<file path="src/rtl/scan_link_pkg.sv">
// Shared types and constants for the scanner output-link arbiter.
// Contents: link FSM state enum, frame field widths, scanner command codes,
// and a helper returning the frame length in bits for a given frame type.
package scan_link_pkg;

  typedef enum logic [1:0] {
    StIdle,
    StLoad,
    StShift,
    StGap
  } link_state_e;

  localparam int unsigned CMD_BITS  = 8;
  localparam int unsigned DATA_BITS = 8;

  localparam logic [7:0] CMD_READY_TO_TRANSFER = 8'd2;
  localparam logic [7:0] CMD_START_SCANNING    = 8'd3;
  localparam logic [7:0] CMD_BUFFER_FULL       = 8'd4;
  localparam logic [7:0] CMD_DATA_FOLLOWS      = 8'd7;

  // Number of bits shifted for a frame: command only, or command plus data.
  function automatic logic [4:0] frame_bits(input logic with_data);
    return with_data ? 5'(CMD_BITS + DATA_BITS) : 5'(CMD_BITS);
  endfunction

endpackage

</file>
<file path="src/rtl/scan_link_serializer.sv">
// Frame serializer for the scanner output link.
// Holds the 16-bit shift register, the bit-period divider, the 5-bit bit
// counter and the registered ser_clk/ser_data outputs.
// Ports:
//   clk, rst     system clock, synchronous active-high reset
//   start_i      one-cycle load strobe; word_i/nbits_i are captured
//   word_i       {data, cmd}, shifted out LSB-first
//   nbits_i      number of bits to send (8 or 16)
//   done_o       high in the last cycle of the last bit period
//   ser_clk_o    high in the second half of each bit period
//   ser_data_o   current bit, stable for the whole period; 0 when idle
module scan_link_serializer #(
  parameter int unsigned CLK_DIV = 8
) (
  input  logic        clk,
  input  logic        rst,
  input  logic        start_i,
  input  logic [15:0] word_i,
  input  logic [4:0]  nbits_i,
  output logic        done_o,
  output logic        ser_clk_o,
  output logic        ser_data_o
);

  localparam int unsigned DivW = $clog2(CLK_DIV);
  localparam logic [DivW-1:0] DivLast = DivW'(CLK_DIV - 1);
  localparam logic [DivW-1:0] DivHalf = DivW'(CLK_DIV / 2);

  logic [15:0]     shift_q, shift_d;
  logic [DivW-1:0] div_q, div_d;
  logic [4:0]      bit_cnt_q, bit_cnt_d;
  logic [4:0]      nbits_q, nbits_d;
  logic            active_q, active_d;
  logic            ser_clk_q, ser_clk_d;
  logic            ser_data_q, ser_data_d;
  logic            bit_end;
  logic [DivW-1:0] div_inc;

  assign bit_end = active_q && (div_q == DivLast);
  assign done_o  = bit_end && ((bit_cnt_q + 5'd1) == nbits_q);
  assign div_inc = div_q + DivW'(1);

  always_comb begin
    shift_d    = shift_q;
    div_d      = div_q;
    bit_cnt_d  = bit_cnt_q;
    nbits_d    = nbits_q;
    active_d   = active_q;
    ser_clk_d  = ser_clk_q;
    ser_data_d = ser_data_q;
    if (start_i) begin
      shift_d    = word_i;
      nbits_d    = nbits_i;
      bit_cnt_d  = '0;
      div_d      = '0;
      active_d   = 1'b1;
      ser_clk_d  = 1'b0;
      ser_data_d = word_i[0];
    end else if (active_q) begin
      if (bit_end) begin
        div_d     = '0;
        ser_clk_d = 1'b0;
        if (done_o) begin
          active_d   = 1'b0;
          bit_cnt_d  = '0;
          ser_data_d = 1'b0;
        end else begin
          shift_d    = {1'b0, shift_q[15:1]};
          bit_cnt_d  = bit_cnt_q + 5'd1;
          ser_data_d = shift_q[1];
        end
      end else begin
        div_d     = div_inc;
        // Registered, so ser_clk follows the divider value it is entering.
        ser_clk_d = (div_inc >= DivHalf);
      end
    end
  end

  always_ff @(posedge clk) begin
    if (rst) begin
      shift_q    <= '0;
      div_q      <= '0;
      bit_cnt_q  <= '0;
      nbits_q    <= '0;
      active_q   <= 1'b0;
      ser_clk_q  <= 1'b0;
      ser_data_q <= 1'b0;
    end else begin
      shift_q    <= shift_d;
      div_q      <= div_d;
      bit_cnt_q  <= bit_cnt_d;
      nbits_q    <= nbits_d;
      active_q   <= active_d;
      ser_clk_q  <= ser_clk_d;
      ser_data_q <= ser_data_d;
    end
  end

  assign ser_clk_o  = ser_clk_q;
  assign ser_data_o = ser_data_q;

endmodule

</file>
<file path="src/rtl/scan_link_arbiter.sv">
// Round-robin arbiter sharing one serial output link between two scanners.
// A winning scanner's command byte (and data byte, if is_data) is captured
// and shifted out LSB-first, followed by an idle gap.
// Ports:
//   clk, rst   system clock, synchronous active-high reset
//   req        per-scanner level request, held until ack
//   is_data    per-scanner frame type (1 = cmd + data, 0 = cmd only)
//   cmd, data  byte i of each bus belongs to scanner i
//   grant      one-hot, from LOAD through the last shift cycle
//   ack        one-cycle pulse in the first gap cycle
//   busy       high whenever the FSM is not idle
//   ser_clk    serial bit clock
//   ser_data   serial data
// GAP_BITS must be at least 1: the gap hosts the ack pulse.
module scan_link_arbiter
  import scan_link_pkg::*;
#(
  parameter int unsigned CLK_DIV  = 8,
  parameter int unsigned GAP_BITS = 1
) (
  input  logic        clk,
  input  logic        rst,
  input  logic [1:0]  req,
  input  logic [1:0]  is_data,
  input  logic [15:0] cmd,
  input  logic [15:0] data,
  output logic [1:0]  grant,
  output logic [1:0]  ack,
  output logic        busy,
  output logic        ser_clk,
  output logic        ser_data
);

  localparam int unsigned GapCycles = GAP_BITS * CLK_DIV;
  localparam int unsigned GapW      = $clog2(GapCycles + 1);
  localparam logic [GapW-1:0] GapLast = GapW'(GapCycles - 1);

  link_state_e     state_q, state_d;
  logic [1:0]      grant_q, grant_d;
  logic [1:0]      ack_q, ack_d;
  logic            busy_q, busy_d;
  logic            last_q, last_d;
  logic [GapW-1:0] gap_cnt_q, gap_cnt_d;

  logic            win_idx;
  logic            sel;
  logic [15:0]     load_word;
  logic [4:0]      load_nbits;
  logic            ser_start;
  logic            ser_done;

  // Scanner 1 wins if it is the only requester, or on contention when
  // scanner 0 was served last.
  assign win_idx = req[1] & (~req[0] | ~last_q);

  // During LOAD the registered grant selects which scanner's inputs to capture.
  assign sel        = grant_q[1];
  assign load_word  = sel ? {data[15:8], cmd[15:8]} : {data[7:0], cmd[7:0]};
  assign load_nbits = frame_bits(is_data[sel]);
  assign ser_start  = (state_q == StLoad);

  always_comb begin
    state_d   = state_q;
    grant_d   = grant_q;
    ack_d     = 2'b00;
    last_d    = last_q;
    gap_cnt_d = gap_cnt_q;
    unique case (state_q)
      StIdle: begin
        if (req != 2'b00) begin
          state_d = StLoad;
          grant_d = win_idx ? 2'b10 : 2'b01;
          last_d  = win_idx;
        end
      end
      StLoad: begin
        state_d = StShift;
      end
      StShift: begin
        if (ser_done) begin
          state_d   = StGap;
          ack_d     = grant_q;
          grant_d   = 2'b00;
          gap_cnt_d = '0;
        end
      end
      StGap: begin
        if (gap_cnt_q == GapLast) begin
          state_d   = StIdle;
          gap_cnt_d = '0;
        end else begin
          gap_cnt_d = gap_cnt_q + GapW'(1);
        end
      end
      default: begin
        state_d = StIdle;
        grant_d = 2'b00;
      end
    endcase
    busy_d = (state_d != StIdle);
  end

  always_ff @(posedge clk) begin
    if (rst) begin
      state_q   <= StIdle;
      grant_q   <= 2'b00;
      ack_q     <= 2'b00;
      busy_q    <= 1'b0;
      last_q    <= 1'b1;
      gap_cnt_q <= '0;
    end else begin
      state_q   <= state_d;
      grant_q   <= grant_d;
      ack_q     <= ack_d;
      busy_q    <= busy_d;
      last_q    <= last_d;
      gap_cnt_q <= gap_cnt_d;
    end
  end

  scan_link_serializer #(
    .CLK_DIV(CLK_DIV)
  ) u_serializer (
    .clk       (clk),
    .rst       (rst),
    .start_i   (ser_start),
    .word_i    (load_word),
    .nbits_i   (load_nbits),
    .done_o    (ser_done),
    .ser_clk_o (ser_clk),
    .ser_data_o(ser_data)
  );

  assign grant = grant_q;
  assign ack   = ack_q;
  assign busy  = busy_q;

endmodule

</file>
<file path="config.mk">
export PLATFORM = sky130hd
export DESIGN_NAME = scan_link_arbiter
export DESIGN_NICKNAME = d
export VERILOG_FILES = /design/src/rtl/scan_link_pkg.sv /design/src/rtl/scan_link_serializer.sv /design/src/rtl/scan_link_arbiter.sv
export SDC_FILE = /design/constraint.sdc
export NUM_CORES = 1
export LEC_CHECK = 0
export CAP_MARGIN = 20
export CORE_MARGIN = 5
export CORE_UTILIZATION = 55
export CTS_CLUSTER_SIZE = 10
export DETAILED_ROUTE_END_ITERATION = 10
export GPL_TIMING_DRIVEN = 0
export PLACE_DENSITY = 0.9
export SLEW_MARGIN = 5
export SYNTH_ARGS = -nofsm -noshare
export SYNTH_HDL_FRONTEND = slang
export SYNTH_HIERARCHICAL = 1
export SYNTH_SLANG_ARGS = --single-unit
export TNS_END_PERCENT = 30
</file>
<file path="constraint.sdc">
create_clock -name clk -period 4.5 [get_ports clk]
set_input_delay 1.35 -clock clk [delete_from_list [all_inputs] [get_ports clk]]
set_output_delay 1.35 -clock clk [all_outputs]
set_load 0.1 [all_outputs]
</file>
=== Word level (Yosys, flattened, before mapping) ===
Cells that the tools add are included.

* Input port bits: 38
* Bits in registers: 44
* Logic and storage cells: 80
* Output and inout port bits: 7

* Reductions and logical operators: 17
* Equal/unequal tests: 9
* Add/subtract/negate cells: 3
* Order comparisons: 2
* Mux-type cells: 30
* Bitwise operators: 6

{| class="wikitable"
|+ Operator list
! kind !! count
|-
| $mux 16 || 5
|-
| $mux 2 || 6
|-
| $reduce_bool 2->1 || 6
|-
| $mux 1 || 11
|-
| $mux 5 || 2
|-
| $mux 4 || 2
|-
| $pmux 2 s4 || 1
|-
| $pmux 4 s2 || 1
|-
| $reduce_and 2->1 || 4
|-
| $ne 2x2->1 const B || 3
|-
| $reduce_and 3->1 || 2
|-
| $add 5x1->5 const B || 1
|-
| $eq 5x5->1 || 1
|-
| $add 4x1->4 const B || 1
|-
| $eq 2x2->1 const B || 2
|-
| $eq 4x3->1 const B || 1
|-
| $not 1->1 || 4
|-
| $pmux 2 s2 || 1
|-
| $add 3x1->3 const B || 1
|-
| $eq 3x3->1 const B || 1
|-
| $ge 3x3->1 const B || 1
|-
| $mux 3 || 1
|-
| $reduce_or 3->1 || 1
|-
| $eq 2x1->1 const B || 1
|-
| other kinds (6) || 7
|}

=== Longest topological paths before layout ===
* Word-level depth: 7
* Gate-level depth with buffers: 10
* Mapped depth without buffers: 9

=== Hierarchy ===
The synthesis kept the hierarchy.

{| class="wikitable"
|+ Modules (own cells, without submodules)
! module !! instances !! cells each !! area each (µm²) !! sequential area each (µm²)
|-
| scan_link_serializer || 1 || 153 || 1416.4 || 600.6
|-
| scan_link_arbiter || 1 || 79 || 725.7 || 240.2
|}

=== Worst setup path before layout ===
Ideal clock, no wire load.

* Path type: register to register
* From: register u_serializer.div_q[2]
* To: register state_q[0]
* Setup time: 0.070 ns
* Required time: 4.430 ns
* Arrival time: 3.011 ns
* Clock period less this slack: 3.081 ns
* Stages on the path, launching flop included: 10
* Setup slack: 1.419 ns
* Buffers on the path: 1
* Cell sequence: dfxtp_1 ha_1 nand2_1 or4b_4 or3_1 clkbuf_1 inv_1 nor2b_1 or3_1 a21oi_1

* Cells in the longest elaborated chain, start to end: 5

{| class="wikitable"
|+ RTL lines
! what !! RTL line !! source
|-
| start, declared || scan_link_serializer.sv:30 || <nowiki>logic [DivW-1:0] div_q, div_d;</nowiki>
|-
| start signal, assigned || scan_link_serializer.sv:91 || <nowiki>div_q <= div_d;</nowiki>
|-
| $eq 3x3->1 || scan_link_serializer.sv:39 || <nowiki>assign bit_end = active_q && (div_q == DivLast);</nowiki>
|-
| $logic_and 1x1->1 || scan_link_serializer.sv:39 ||
|-
| $logic_and 1x1->1 || scan_link_serializer.sv:40 || <nowiki>assign done_o = bit_end && ((bit_cnt_q + 5'd1) == nbits_q);</nowiki>
|-
| net ser_done || scan_link_arbiter.sv:50 || <nowiki>logic ser_done;</nowiki>
|-
| $mux 2 || scan_link_arbiter.sv:80 || <nowiki>if (ser_done) begin</nowiki>
|-
| $pmux 2 s4 || scan_link_arbiter.sv:68 || <nowiki>unique case (state_q)</nowiki>
|-
| end signal, assigned || scan_link_arbiter.sv:105 || <nowiki>state_q <= StIdle;</nowiki>
|-
| end signal, assigned || scan_link_arbiter.sv:112 || <nowiki>state_q <= state_d;</nowiki>
|-
| end, declared || scan_link_arbiter.sv:38 || <nowiki>link_state_e state_q, state_d;</nowiki>
|}

The timed path passes the listed nets, and every way through them passes these cells.
A chain may end at the register's enable or synchronous reset.

==> metrics <==
status finished clean; Die Y-Extent about 72 µm; Post-synth ARST share 0; total power 917 µW; final hold slack 0.484 ns; Main synth FF type dfxtp_1; fin crit period 3.15 ns; share of cells above drive strength 1 0.126; Worst Clk Skew 0.00961 ns; capturing point of the worst reg2reg path state_q[0]; Crit path required time 3.15 ns; clk slew on worst S/H paths 0.08 ns; Ys Warns 6; reg2reg setup slack 1.72 ns; dpl hpwl ~3.7 mm; FILL cells approximately 280; worst-path cell chain clkdlybuf4s50_1; family with the most delay on the worst path buffers and inverters; Yosys top cell by area dfxtp_1; hold buffer count at CTS 0; most numerous cell in the Yosys netlist dfxtp_1; startpoint types register; DR iter-0 viols 84; WP depth 1; setup bufs post-CTS 0; worst reg2reg path startpoint u_serializer/div_q[0]; fin crit share 0.699; Cell variety after synth 46; core area 0.00372 mm²; # rows 22; Boundary Pins 45; first-pass GRT wire length roughly 8 mm; multi-input logic area between 0.001 and 0.0015 mm²; CTS root buf clkbuf_8; CTS Sinks 42; antenna diode instance count 0; Slew Viols, Final 0; Worst Path Buf+Inv 1; largest net degree at the start of global routing 13; vias in the first global route 1850; Avg WL per Cell 15.0 µm; critical path's largest stage delay 1.14 ns; unrepaired setup endpoints after global routing false; cell leakage power between 1 and 1.5 nW; Setup violations, final 0; synthesized area per cell 9.23 µm²; total gr overflow 0; die span in x ~72 µm; Post-synth EDFFs 0; setup_tns 0 ns; pwr dens 332 mW/mm²; fin nets around 330; post-cts resize count 0; Reg2Reg Depth 10; Placed Cells 326; FMAX 318 MHz; post-synthesis register bit count 42; CTS buffer count 5; crit-path max FO 3; Via Count 1865; final worst slack 1.35 ns; max_slew headroom 0.349; post-route ant nets 0; gr usage total 0.202; Sequential Area 841 µm²; Post-Synthesis Cells around 230; vias per inst 5.58; worst hold path class register to register; CP Data Arrival Time 1.80 ns; Starting Density 0.576; CTS tree done; cell area after synthesis 0.00214 mm²; sequential share of the synthesized area 0.393; die area 0.00524 mm²; Detailed Route WL 5.02 mm; Layout Cells excl Fill 334; DP Worst Slack 1.67 ns; CP endpoint kind output port; top post-synthesis cells by area dfxtp_1 39%, mux2_2 11%, mux2i_1 8.4%; initial antenna violation count 0; PortBufs 44; slowest cell on the critical path clkdlybuf4s50_1; Final Wtd Congestion 0.767; post-synth top area share 0.393; VDD IR-drop max 0.222 mV; worst-case clock buffer depth 2; H-tree depth 2; Pre-Repair DR Iteration Count 6; critical path startpoint u_serializer/div_q[2]; CP endpoint ser_clk; max cap viols 0; commonest cells in the netlist 42 x dfxtp_1, 30 x nor2_1, 20 x mux2_2, 18 x mux2i_1, 15 x nand2_1; # DRC 0; area growth from synthesis to layout 28.9%; Slew @ Worst Pin 0.974 ns; Hold Violations, Final 0; Setup CP Type register to output port; worst skew pair latency 0.30 ns
==> tightest hold or removal path: cells and delay by family, from the launching register on <==
kind	cells	cell delay [ns]
flops	1	0.32
compound gates	2	0.11
==> per-layer routing <==
layer,wire [µm],share of wire,global-route usage
met1,2080,0.41,0.220
met2,2630,0.52,0.368
met3,212,0.042,0.0416
met4,102,0.020,0.0984
met5,0,0,0
==> layout by cell type (no fill, tap or decap), types with 2 or more instances in the layout <==
master           instances
clkdlybuf4s50_1         44
dfxtp_1                 42
nor2_1                  30
mux2_2                  20
mux2i_1                 18
nand2_1                 15
a21oi_1                 14
a211oi_1                11
nand3_1                 10
clkbuf_8                 8
clkbuf_1                 7
nor3_1                   5
nor2b_1                  4
inv_1                    4
or3_1                    4
ha_1                     4
xor2_1                   4
buf_2                    3
o21ai_0                  3
conb_1                   3
nand3b_1                 2
and2_1                   2
o31ai_1                  2
a31oi_1                  2
xnor2_1                  2
==> registers in the layout (all words and copies together) (netlist names) <==
signal,flops
u_serializer/div_q,3
u_serializer/nbits_q,5
u_serializer/shift_q,15
ack,2
state_q,2
u_serializer/bit_cnt_q,5
busy,1
gap_cnt_q,4
u_serializer/ser_data_o,1
grant,2
u_serializer/active_q,1
last_q,1
==> power breakdown <==
group / switching (mW) / leakage [nW] / total, mW / internal [mW]
Clock: 0.127 / 0.0575 / 0.282 / 0.155
Sequential: 0.0206 / 0.343 / 0.424 / 0.403
Combinational: 0.114 / 0.719 / 0.212 / 0.0979
==> cells by family after synthesis <==
kind of cell	count (synthesis)	share of synthesized area
AND/OR/NAND/NOR	84	0.196
flip-flops	42	0.393
AO/OA/AOI/OAI	38	0.121
multiplexers	38	0.189
buffers and inverters	18	0.0403
XOR/XNOR	7	0.0356
adder cells (fa/ha/maj)	4	0.0234
other	1	0.00175
==> stage by stage <==
stage	instance area [µm²]	util
finish	2760	0.743
global route	2760	0.743
CTS	2760	0.743
detailed placement	2650	0.713
global placement	2650	0.713
floorplan	2150	-
==> how the worst min path moves through the flow <==
stage                                   start                         to  depth (start not counted)
finish                               grant[0]                   grant[0]                          2
global route                         grant[0]                     ack[0]                          1
CTS                                  grant[0]                   grant[0]                          2
detailed placement                   grant[0]                   grant[0]                          2
global placement    u_serializer/bit_cnt_q[1]  u_serializer/bit_cnt_q[1]                          2
floorplan           u_serializer/bit_cnt_q[1]  u_serializer/bit_cnt_q[1]                          2
==> area by class of cell <==
cell class,count,area share
multi-input cells,174,0.443
flip-flops and latches,42,0.305
repair buffers,44,0.160
clock buffers,8,0.0399
plain buffers,13,0.0245
well taps,48,0.0218
inverters,5,0.00680
Power figures use the tool's default switching activity.
